### src/rtl/pipeline_hazard_ctrl_pkg.sv
// Shared encodings and helpers for the pipeline hazard controller.
// Latency: n/a (types and pure functions only).
// Backpressure: n/a.
package pipeline_hazard_ctrl_pkg;

  // EX operand source select
  typedef enum logic [1:0] {
    FWD_REG = 2'b00,
    FWD_MEM = 2'b01,
    FWD_WB  = 2'b10
  } fwd_sel_e;

  // Data-memory sequencing states
  typedef enum logic {
    ST_RUN      = 1'b0,
    ST_MEM_WAIT = 1'b1
  } state_e;

  // A younger stage's write of rd is visible to a read of rs; x0 never matches.
  function automatic logic reg_match(input logic [4:0] rs,
                                     input logic [4:0] rd,
                                     input logic       we);
    return we && (rd != 5'd0) && (rd == rs);
  endfunction

endpackage

### src/rtl/pipeline_hazard_ctrl_if.sv
// Bundle between the pipeline datapath and the hazard controller.
// Latency: n/a (wires only).
// Backpressure: dmem_req/dmem_ack handshake; controller freezes stages until ack.
// master: datapath side (drives stage info and dmem_ack, receives controls).
// slave : controller side (receives stage info, drives stall/flush/fwd/dmem_req).
interface pipeline_hazard_ctrl_if #(
  parameter int CNT_W = 32
);
  logic [4:0]       id_rs1;
  logic [4:0]       id_rs2;
  logic             id_rs1_used;
  logic             id_rs2_used;
  logic [4:0]       ex_rs1;
  logic [4:0]       ex_rs2;
  logic [4:0]       ex_rd;
  logic             ex_is_load;
  logic             ex_redirect;
  logic [4:0]       mem_rd;
  logic             mem_reg_write;
  logic             mem_mem_op;
  logic [4:0]       wb_rd;
  logic             wb_reg_write;
  logic             dmem_ack;
  logic             dmem_req;
  logic             stall_f;
  logic             stall_d;
  logic             stall_e;
  logic             stall_m;
  logic             flush_d;
  logic             flush_e;
  logic             flush_w;
  logic [1:0]       fwd_rs1_sel;
  logic [1:0]       fwd_rs2_sel;
  logic [CNT_W-1:0] stall_cycles;
  logic             mem_timeout;

  modport master (
    output id_rs1, id_rs2, id_rs1_used, id_rs2_used,
    output ex_rs1, ex_rs2, ex_rd, ex_is_load, ex_redirect,
    output mem_rd, mem_reg_write, mem_mem_op, wb_rd, wb_reg_write, dmem_ack,
    input  dmem_req, stall_f, stall_d, stall_e, stall_m,
    input  flush_d, flush_e, flush_w, fwd_rs1_sel, fwd_rs2_sel,
    input  stall_cycles, mem_timeout
  );

  modport slave (
    input  id_rs1, id_rs2, id_rs1_used, id_rs2_used,
    input  ex_rs1, ex_rs2, ex_rd, ex_is_load, ex_redirect,
    input  mem_rd, mem_reg_write, mem_mem_op, wb_rd, wb_reg_write, dmem_ack,
    output dmem_req, stall_f, stall_d, stall_e, stall_m,
    output flush_d, flush_e, flush_w, fwd_rs1_sel, fwd_rs2_sel,
    output stall_cycles, mem_timeout
  );

endinterface

### src/rtl/pipeline_hazard_ctrl_fwd_select.sv
// EX operand forwarding select for one source register (MEM beats WB beats regfile).
// Latency: combinational.
// Backpressure: none.
// Ports: rs (EX source), mem_rd/mem_reg_write, wb_rd/wb_reg_write -> sel.
module fwd_select
  import pipeline_hazard_ctrl_pkg::*;
(
  input  logic [4:0] rs,
  input  logic [4:0] mem_rd,
  input  logic       mem_reg_write,
  input  logic [4:0] wb_rd,
  input  logic       wb_reg_write,
  output logic [1:0] sel
);

  always_comb begin
    sel = FWD_REG;
    if (reg_match(rs, mem_rd, mem_reg_write)) begin
      sel = FWD_MEM;
    end else if (reg_match(rs, wb_rd, wb_reg_write)) begin
      sel = FWD_WB;
    end
  end

endmodule

### src/rtl/pipeline_hazard_ctrl.sv
// Stall/flush/forwarding controller for the 5-stage pipeline plus dmem wait sequencing.
// Latency: controls are combinational from stage info; state/counters update each clk.
// Backpressure: dmem miss freezes IF..MEM and bubbles WB until dmem_ack.
// Ports: clk, rst (sync, active-high), hz (slave side of pipeline_hazard_ctrl_if).
module pipeline_hazard_ctrl
  import pipeline_hazard_ctrl_pkg::*;
#(
  parameter int TIMEOUT_CYCLES = 256,
  parameter int CNT_W          = 32
) (
  input  logic                   clk,
  input  logic                   rst,
  pipeline_hazard_ctrl_if.slave  hz
);

  localparam int WCNT_W = $clog2(TIMEOUT_CYCLES + 1);

  state_e             state_q;
  state_e             state_d;
  logic [WCNT_W-1:0]  wait_q;
  logic               timeout_q;
  logic [CNT_W-1:0]   stall_cnt_q;

  logic               mem_stall;
  logic               load_use;
  logic               stall_f, stall_d, stall_e, stall_m;
  logic               flush_d, flush_e, flush_w;
  logic [1:0]         sel1, sel2;

  // State register, wait counter, sticky timeout, stall counter
  always_ff @(posedge clk) begin
    if (rst) begin
      state_q     <= ST_RUN;
      wait_q      <= '0;
      timeout_q   <= 1'b0;
      stall_cnt_q <= '0;
    end else begin
      state_q <= state_d;
      if (state_q == ST_MEM_WAIT && !hz.dmem_ack) begin
        if (wait_q != WCNT_W'(TIMEOUT_CYCLES)) begin
          wait_q <= wait_q + 1'b1;
        end
        // Count reaches the limit at this edge -> flag becomes visible with it
        if (wait_q >= WCNT_W'(TIMEOUT_CYCLES - 1)) begin
          timeout_q <= 1'b1;
        end
      end else begin
        wait_q <= '0;
      end
      if (stall_f) begin
        stall_cnt_q <= stall_cnt_q + 1'b1;
      end
    end
  end

  // Next-state logic; the FSM keeps waiting past the timeout
  always_comb begin
    state_d = state_q;
    case (state_q)
      ST_RUN:      if (hz.mem_mem_op && !hz.dmem_ack) state_d = ST_MEM_WAIT;
      ST_MEM_WAIT: if (hz.dmem_ack) state_d = ST_RUN;
      default:     state_d = ST_RUN;
    endcase
  end

  // Miss cycle in RUN, or any un-acked MEM_WAIT cycle
  assign mem_stall = (hz.mem_mem_op || state_q == ST_MEM_WAIT) && !hz.dmem_ack;

  assign load_use = hz.ex_is_load && (hz.ex_rd != 5'd0) &&
                    ((hz.id_rs1_used && hz.id_rs1 == hz.ex_rd) ||
                     (hz.id_rs2_used && hz.id_rs2 == hz.ex_rd));

  // Output logic: memory stall > redirect > load-use
  always_comb begin
    stall_f = 1'b0;
    stall_d = 1'b0;
    stall_e = 1'b0;
    stall_m = 1'b0;
    flush_d = 1'b0;
    flush_e = 1'b0;
    flush_w = 1'b0;
    if (!rst) begin
      if (mem_stall) begin
        stall_f = 1'b1;
        stall_d = 1'b1;
        stall_e = 1'b1;
        stall_m = 1'b1;
        flush_w = 1'b1;
      end else if (hz.ex_redirect) begin
        flush_d = 1'b1;
        flush_e = 1'b1;
      end else if (load_use) begin
        stall_f = 1'b1;
        stall_d = 1'b1;
        flush_e = 1'b1;
      end
    end
  end

  fwd_select u_fwd_rs1 (
    .rs            (hz.ex_rs1),
    .mem_rd        (hz.mem_rd),
    .mem_reg_write (hz.mem_reg_write),
    .wb_rd         (hz.wb_rd),
    .wb_reg_write  (hz.wb_reg_write),
    .sel           (sel1)
  );

  fwd_select u_fwd_rs2 (
    .rs            (hz.ex_rs2),
    .mem_rd        (hz.mem_rd),
    .mem_reg_write (hz.mem_reg_write),
    .wb_rd         (hz.wb_rd),
    .wb_reg_write  (hz.wb_reg_write),
    .sel           (sel2)
  );

  assign hz.dmem_req     = !rst && hz.mem_mem_op;
  assign hz.stall_f      = stall_f;
  assign hz.stall_d      = stall_d;
  assign hz.stall_e      = stall_e;
  assign hz.stall_m      = stall_m;
  assign hz.flush_d      = flush_d;
  assign hz.flush_e      = flush_e;
  assign hz.flush_w      = flush_w;
  assign hz.fwd_rs1_sel  = rst ? FWD_REG : sel1;
  assign hz.fwd_rs2_sel  = rst ? FWD_REG : sel2;
  assign hz.stall_cycles = stall_cnt_q;
  assign hz.mem_timeout  = timeout_q;

endmodule

### src/flat_wrapper.sv
// flat-port wrapper written by rule: the top's interface ports become plain ports
module pipeline_hazard_ctrl_flat import pipeline_hazard_ctrl_pkg::*;
#(
  parameter int TIMEOUT_CYCLES = 256,
  parameter int CNT_W          = 32
)
  (clk, rst, hz_id_rs1, hz_id_rs2, hz_id_rs1_used, hz_id_rs2_used, hz_ex_rs1, hz_ex_rs2, hz_ex_rd, hz_ex_is_load, hz_ex_redirect, hz_mem_rd, hz_mem_reg_write, hz_mem_mem_op, hz_wb_rd, hz_wb_reg_write, hz_dmem_ack, hz_dmem_req, hz_stall_f, hz_stall_d, hz_stall_e, hz_stall_m, hz_flush_d, hz_flush_e, hz_flush_w, hz_fwd_rs1_sel, hz_fwd_rs2_sel, hz_stall_cycles, hz_mem_timeout);
  pipeline_hazard_ctrl_if #(.CNT_W(CNT_W)) hz_i ();
  input  logic clk;
  input  logic rst;
  input wire logic [$bits(hz_i.id_rs1)-1:0] hz_id_rs1;
  input wire logic [$bits(hz_i.id_rs2)-1:0] hz_id_rs2;
  input wire logic [$bits(hz_i.id_rs1_used)-1:0] hz_id_rs1_used;
  input wire logic [$bits(hz_i.id_rs2_used)-1:0] hz_id_rs2_used;
  input wire logic [$bits(hz_i.ex_rs1)-1:0] hz_ex_rs1;
  input wire logic [$bits(hz_i.ex_rs2)-1:0] hz_ex_rs2;
  input wire logic [$bits(hz_i.ex_rd)-1:0] hz_ex_rd;
  input wire logic [$bits(hz_i.ex_is_load)-1:0] hz_ex_is_load;
  input wire logic [$bits(hz_i.ex_redirect)-1:0] hz_ex_redirect;
  input wire logic [$bits(hz_i.mem_rd)-1:0] hz_mem_rd;
  input wire logic [$bits(hz_i.mem_reg_write)-1:0] hz_mem_reg_write;
  input wire logic [$bits(hz_i.mem_mem_op)-1:0] hz_mem_mem_op;
  input wire logic [$bits(hz_i.wb_rd)-1:0] hz_wb_rd;
  input wire logic [$bits(hz_i.wb_reg_write)-1:0] hz_wb_reg_write;
  input wire logic [$bits(hz_i.dmem_ack)-1:0] hz_dmem_ack;
  output wire logic [$bits(hz_i.dmem_req)-1:0] hz_dmem_req;
  output wire logic [$bits(hz_i.stall_f)-1:0] hz_stall_f;
  output wire logic [$bits(hz_i.stall_d)-1:0] hz_stall_d;
  output wire logic [$bits(hz_i.stall_e)-1:0] hz_stall_e;
  output wire logic [$bits(hz_i.stall_m)-1:0] hz_stall_m;
  output wire logic [$bits(hz_i.flush_d)-1:0] hz_flush_d;
  output wire logic [$bits(hz_i.flush_e)-1:0] hz_flush_e;
  output wire logic [$bits(hz_i.flush_w)-1:0] hz_flush_w;
  output wire logic [$bits(hz_i.fwd_rs1_sel)-1:0] hz_fwd_rs1_sel;
  output wire logic [$bits(hz_i.fwd_rs2_sel)-1:0] hz_fwd_rs2_sel;
  output wire logic [$bits(hz_i.stall_cycles)-1:0] hz_stall_cycles;
  output wire logic [$bits(hz_i.mem_timeout)-1:0] hz_mem_timeout;
  assign hz_i.id_rs1 = hz_id_rs1;
  assign hz_i.id_rs2 = hz_id_rs2;
  assign hz_i.id_rs1_used = hz_id_rs1_used;
  assign hz_i.id_rs2_used = hz_id_rs2_used;
  assign hz_i.ex_rs1 = hz_ex_rs1;
  assign hz_i.ex_rs2 = hz_ex_rs2;
  assign hz_i.ex_rd = hz_ex_rd;
  assign hz_i.ex_is_load = hz_ex_is_load;
  assign hz_i.ex_redirect = hz_ex_redirect;
  assign hz_i.mem_rd = hz_mem_rd;
  assign hz_i.mem_reg_write = hz_mem_reg_write;
  assign hz_i.mem_mem_op = hz_mem_mem_op;
  assign hz_i.wb_rd = hz_wb_rd;
  assign hz_i.wb_reg_write = hz_wb_reg_write;
  assign hz_i.dmem_ack = hz_dmem_ack;
  assign hz_dmem_req = hz_i.dmem_req;
  assign hz_stall_f = hz_i.stall_f;
  assign hz_stall_d = hz_i.stall_d;
  assign hz_stall_e = hz_i.stall_e;
  assign hz_stall_m = hz_i.stall_m;
  assign hz_flush_d = hz_i.flush_d;
  assign hz_flush_e = hz_i.flush_e;
  assign hz_flush_w = hz_i.flush_w;
  assign hz_fwd_rs1_sel = hz_i.fwd_rs1_sel;
  assign hz_fwd_rs2_sel = hz_i.fwd_rs2_sel;
  assign hz_stall_cycles = hz_i.stall_cycles;
  assign hz_mem_timeout = hz_i.mem_timeout;
  pipeline_hazard_ctrl #(.TIMEOUT_CYCLES(TIMEOUT_CYCLES), .CNT_W(CNT_W)) u_core (.clk(clk), .rst(rst), .hz(hz_i));
endmodule
### config.mk
export PLATFORM = sky130hd
export DESIGN_NAME = pipeline_hazard_ctrl_flat
export DESIGN_NICKNAME = d
export VERILOG_FILES = /design/src/rtl/pipeline_hazard_ctrl_pkg.sv /design/src/rtl/pipeline_hazard_ctrl_if.sv /design/src/rtl/pipeline_hazard_ctrl_fwd_select.sv /design/src/rtl/pipeline_hazard_ctrl.sv /design/src/flat_wrapper.sv
export SDC_FILE = /design/constraint.sdc
export NUM_CORES = 1
export LEC_CHECK = 0
export BUFFER_PORTS_ARGS = -buffer_cell sky130_fd_sc_hd__buf_2
export CAP_MARGIN = 15
export CORE_UTILIZATION = 50
export DETAILED_ROUTE_END_ITERATION = 16
export PLACE_DENSITY = 0.8
export SYNTH_ARGS = -nofsm -noshare
export SYNTH_HDL_FRONTEND = slang
export SYNTH_SLANG_ARGS = --single-unit
### constraint.sdc
create_clock -name clk -period 1.9 [get_ports clk]
set_input_delay 0 -clock clk [delete_from_list [all_inputs] [get_ports clk]]
set_output_delay 0 -clock clk [all_outputs]
set_load 0.02 [all_outputs]
==> metrics.md <==
| Metric | Value |
|---|---|
| Ant diodes | 0 |
| Drt wl/cell | 12.58 um |
| Overall routed net length | 6.075 mm |
| Routed via count | 2668 |
| Pre-CTS WS | 0.02852 ns |
| First-pass iteration count of the detailed router | 4 |
| DP HPWL | 4.696 mm |
| Final setup fails | 0 |
| Crit Reg-Reg Startpoint | u_core.hz.stall_cycles[13] |
| Initial antenna violation count | 0 |
| Synth warn | 0 |
| Crit path largest cell delay | 0.39 ns |
| Sequential area share after synthesis | 0.3309 |
| Drt initial violations | 89 |
| Slew Viols, Final | 0 |
| Die height | 74.13 um |
| Final hold slack | 0.004333 ns |
| Gr ovfl total | 0 |
| Final worst slack | 0.09044 ns |
| Full die area | 5495 sq um |
| H-tree lvl count | 2 |
| Worst Hold Class | in2reg |
| Commonest non-fill, non-tap cell in the layout | buf_2 |
| Slowest CP cell | nor4_4 |
| Share of cells above drive strength 1 | 0.3197 |
| Placement-stage cell area | 3147 sq um |
| Final layout net count | 464 |
| Syn Nets | 366 |
| Post-synth EDFFs | 0 |
| Peak Freq | 552.6 MHz |
| Synth-to-layout area growth | 25.06% |
| Avg Vias per Cell | 5.524 |
| Status | finished, final reports clean |
| Flop2flop setup slack | 0.09 ns |
| Setup CP Type | reg2reg |
| Crit path time final | 1.810 ns |
| Vias in the first global route | 2319 |
| Leak | 1.329 nW |
| CTS tree | built |
| Crit Path Max Fanout | 6 |
| Overall Power | 0.001714 W |
| Final ANT Viol Nets | 0 |
| Largest net degree at the start of global routing | 43 |
| CP required | 2.12 ns |
| Crit path to | u_core.hz.stall_cycles[29] |
| First-pass GRT wire length | 9.784 mm |
| Later-pin clock latency in the skew report | 0.29 ns |
| Worst Setup SP | u_core.hz.stall_cycles[13] |
| Critical path launch point type | flip-flop |
| Clock tree buffer depth | 2 |
| Endpoint type of the worst setup path | flip-flop |
| Clock root cell | clkbuf_8 |
| DRC violations left | 0 |
| Pwr dens | 526.9 nW/um^2 |
| Final instance area | 3253 sq um |
| Most frequent cells in the layout | buf_2 (89), dfxtp_1 (35), a21oi_1 (30) |
| Ys flop type | dfxtp_1 |
| Post-synthesis cell count | 317 |
| Worst vdd ir | 225.6 uV |
| Starting density of the core | 0.5365 |
| Relative slew slack | 0.7060 |
| PortBufs | 89 |
| Clk sinks | 43 |
| Data arrival, critical path | 2.03 ns |
| Final hold vios | 0 |
| Library cells used by synthesis | 42 |
| CP cell instances | nand4_1, nor4_4, buf_4, nand4_1, or3_1, a21oi_1 |
| R2R Path End | u_core.hz.stall_cycles[29] |
| Ys async rst share | 0 |
| Worst Reg2Reg Path Length in Cells | 6 |
| Worst path most repeated cell | nand4_1 |
| Slew @ Worst Pin | 0.4364 ns |
| Syn_area_per_cell | 8.206 sq um |
| Max-cap violations | 0 |
| Final Cycle Share | 0.9524 |
| Total track usage | 0.2245 |
| Die width | 74.13 um |
| Gpl congestion | 0.7989 |
| Clk_skew | 0.006242 ns |
| Inserted Clock Buffers | 5 |
| CTS clk-pin slew, worst paths | 0.08 ns |
| Core area | 4848 sq um |
| # IOs | 90 |
| Synthesized cell area | 2601 sq um |
| Synth Register Bits | 43 |
| Row count | 25 |
critical path: cells and delay by family (launching register included):
kind | cells | cell delay [ns]
DFF | 1 | 0.38
and+or+nand+nor | 4 | 0.99
buffers and inverters | 1 | 0.20
AOI/OAI and AO/OA | 1 | 0.17
layer usage:
layer  wire [um]  vias up  track usage
li1            -     1351            -
met5           0        -            0
met1        2723     1229       0.2629
met2        2992       83       0.4172
met4          46        0      0.06410
met3         313        5      0.03794
power breakdown:
| part | switching, W | internal, W | total, W |
|---|---|---|---|
| Sequential | 0.00000594 | 0.000906 | 0.000912 |
| Clock | 0.000311 | 0.000252 | 0.000562 |
| Combinational | 0.000134 | 0.000106 | 0.000240 |
sequential cells by signal, summed over array words and instances (netlist names):
register / cells
u_core.state_q: 1
u_core.wait_q: 9
u_core.hz.mem_timeout: 1
u_core.hz.stall_cycles: 32
cell usage after synthesis, drive strengths merged, types with 9 or more instances:
library cell | instances | area (sq um)
xor2 | 13 | 113.9
xnor2 | 23 | 201.4
nand3 | 18 | 90.09
and3 | 9 | 56.30
nor2 | 19 | 71.32
or3 | 22 | 137.6
nand4 | 15 | 93.84
o21ai | 25 | 128.9
a21oi | 31 | 166.4
dfxtp | 43 | 860.8
buf | 9 | 87.58
or4 | 11 | 82.58
nand2 | 16 | 60.06
kinds of logic after synthesis:
group | share of synthesized area
DFF | 0.3309
muxes | 0.01395
AOI/OAI and AO/OA | 0.1578
and+or+nand+nor | 0.3011
xor gates and xnor gates | 0.1212
buffers and inverters | 0.05580
adders and majority gates | 0.01924
final cells by class:
| type | count | area, sq um |
|---|---|---|
| Timing Repair Buffer | 108 | 590.6 |
| Multi-Input combinational cell | 250 | 1598 |
| Clock inverter | 3 | 15.01 |
| Clock buffer | 5 | 68.82 |
| Tap cell | 67 | 83.83 |
| Sequential cell | 43 | 870.8 |
| Fill cell | 400 | 1595 |
| Inverter | 7 | 26.28 |
per-stage QoR:
stage / TNS (ns) / cells / utilization
after global routing: -0.02414 / 483 / 0.6710
after detailed placement: 0 / 473 / 0.6490
final: 0 / 483 / 0.6710
after floorplan: 0 / 317 / -
after CTS: 0 / 482 / 0.6684
after global placement: 0 / 473 / 0.6490
timing repair:
| item | in CTS | in global routing |
|---|---|---|
| setup buffers | 0 | 1 |
| endpoints found under the hold margin | 1 | 0 |
| endpoints found under the setup margin | 0 | 15 |
| gates resized for setup | 0 | 4 |
| hold buffers | 1 | 0 |
worst min path at each step:
stage	from	to	slack (ns)	cells after the start
final	hz_mem_mem_op	u_core.state_q	0.004	3
after global routing	hz_mem_mem_op	u_core.state_q	0.05	3
after CTS	hz_mem_mem_op	u_core.state_q	0.001	3
after detailed placement	hz_dmem_ack	u_core.state_q	0.21	2
after global placement	hz_dmem_ack	u_core.state_q	0.21	2
after floorplan	hz_dmem_ack	u_core.state_q	0.08	1
Note: power is estimated with default switching activity, not from simulation.
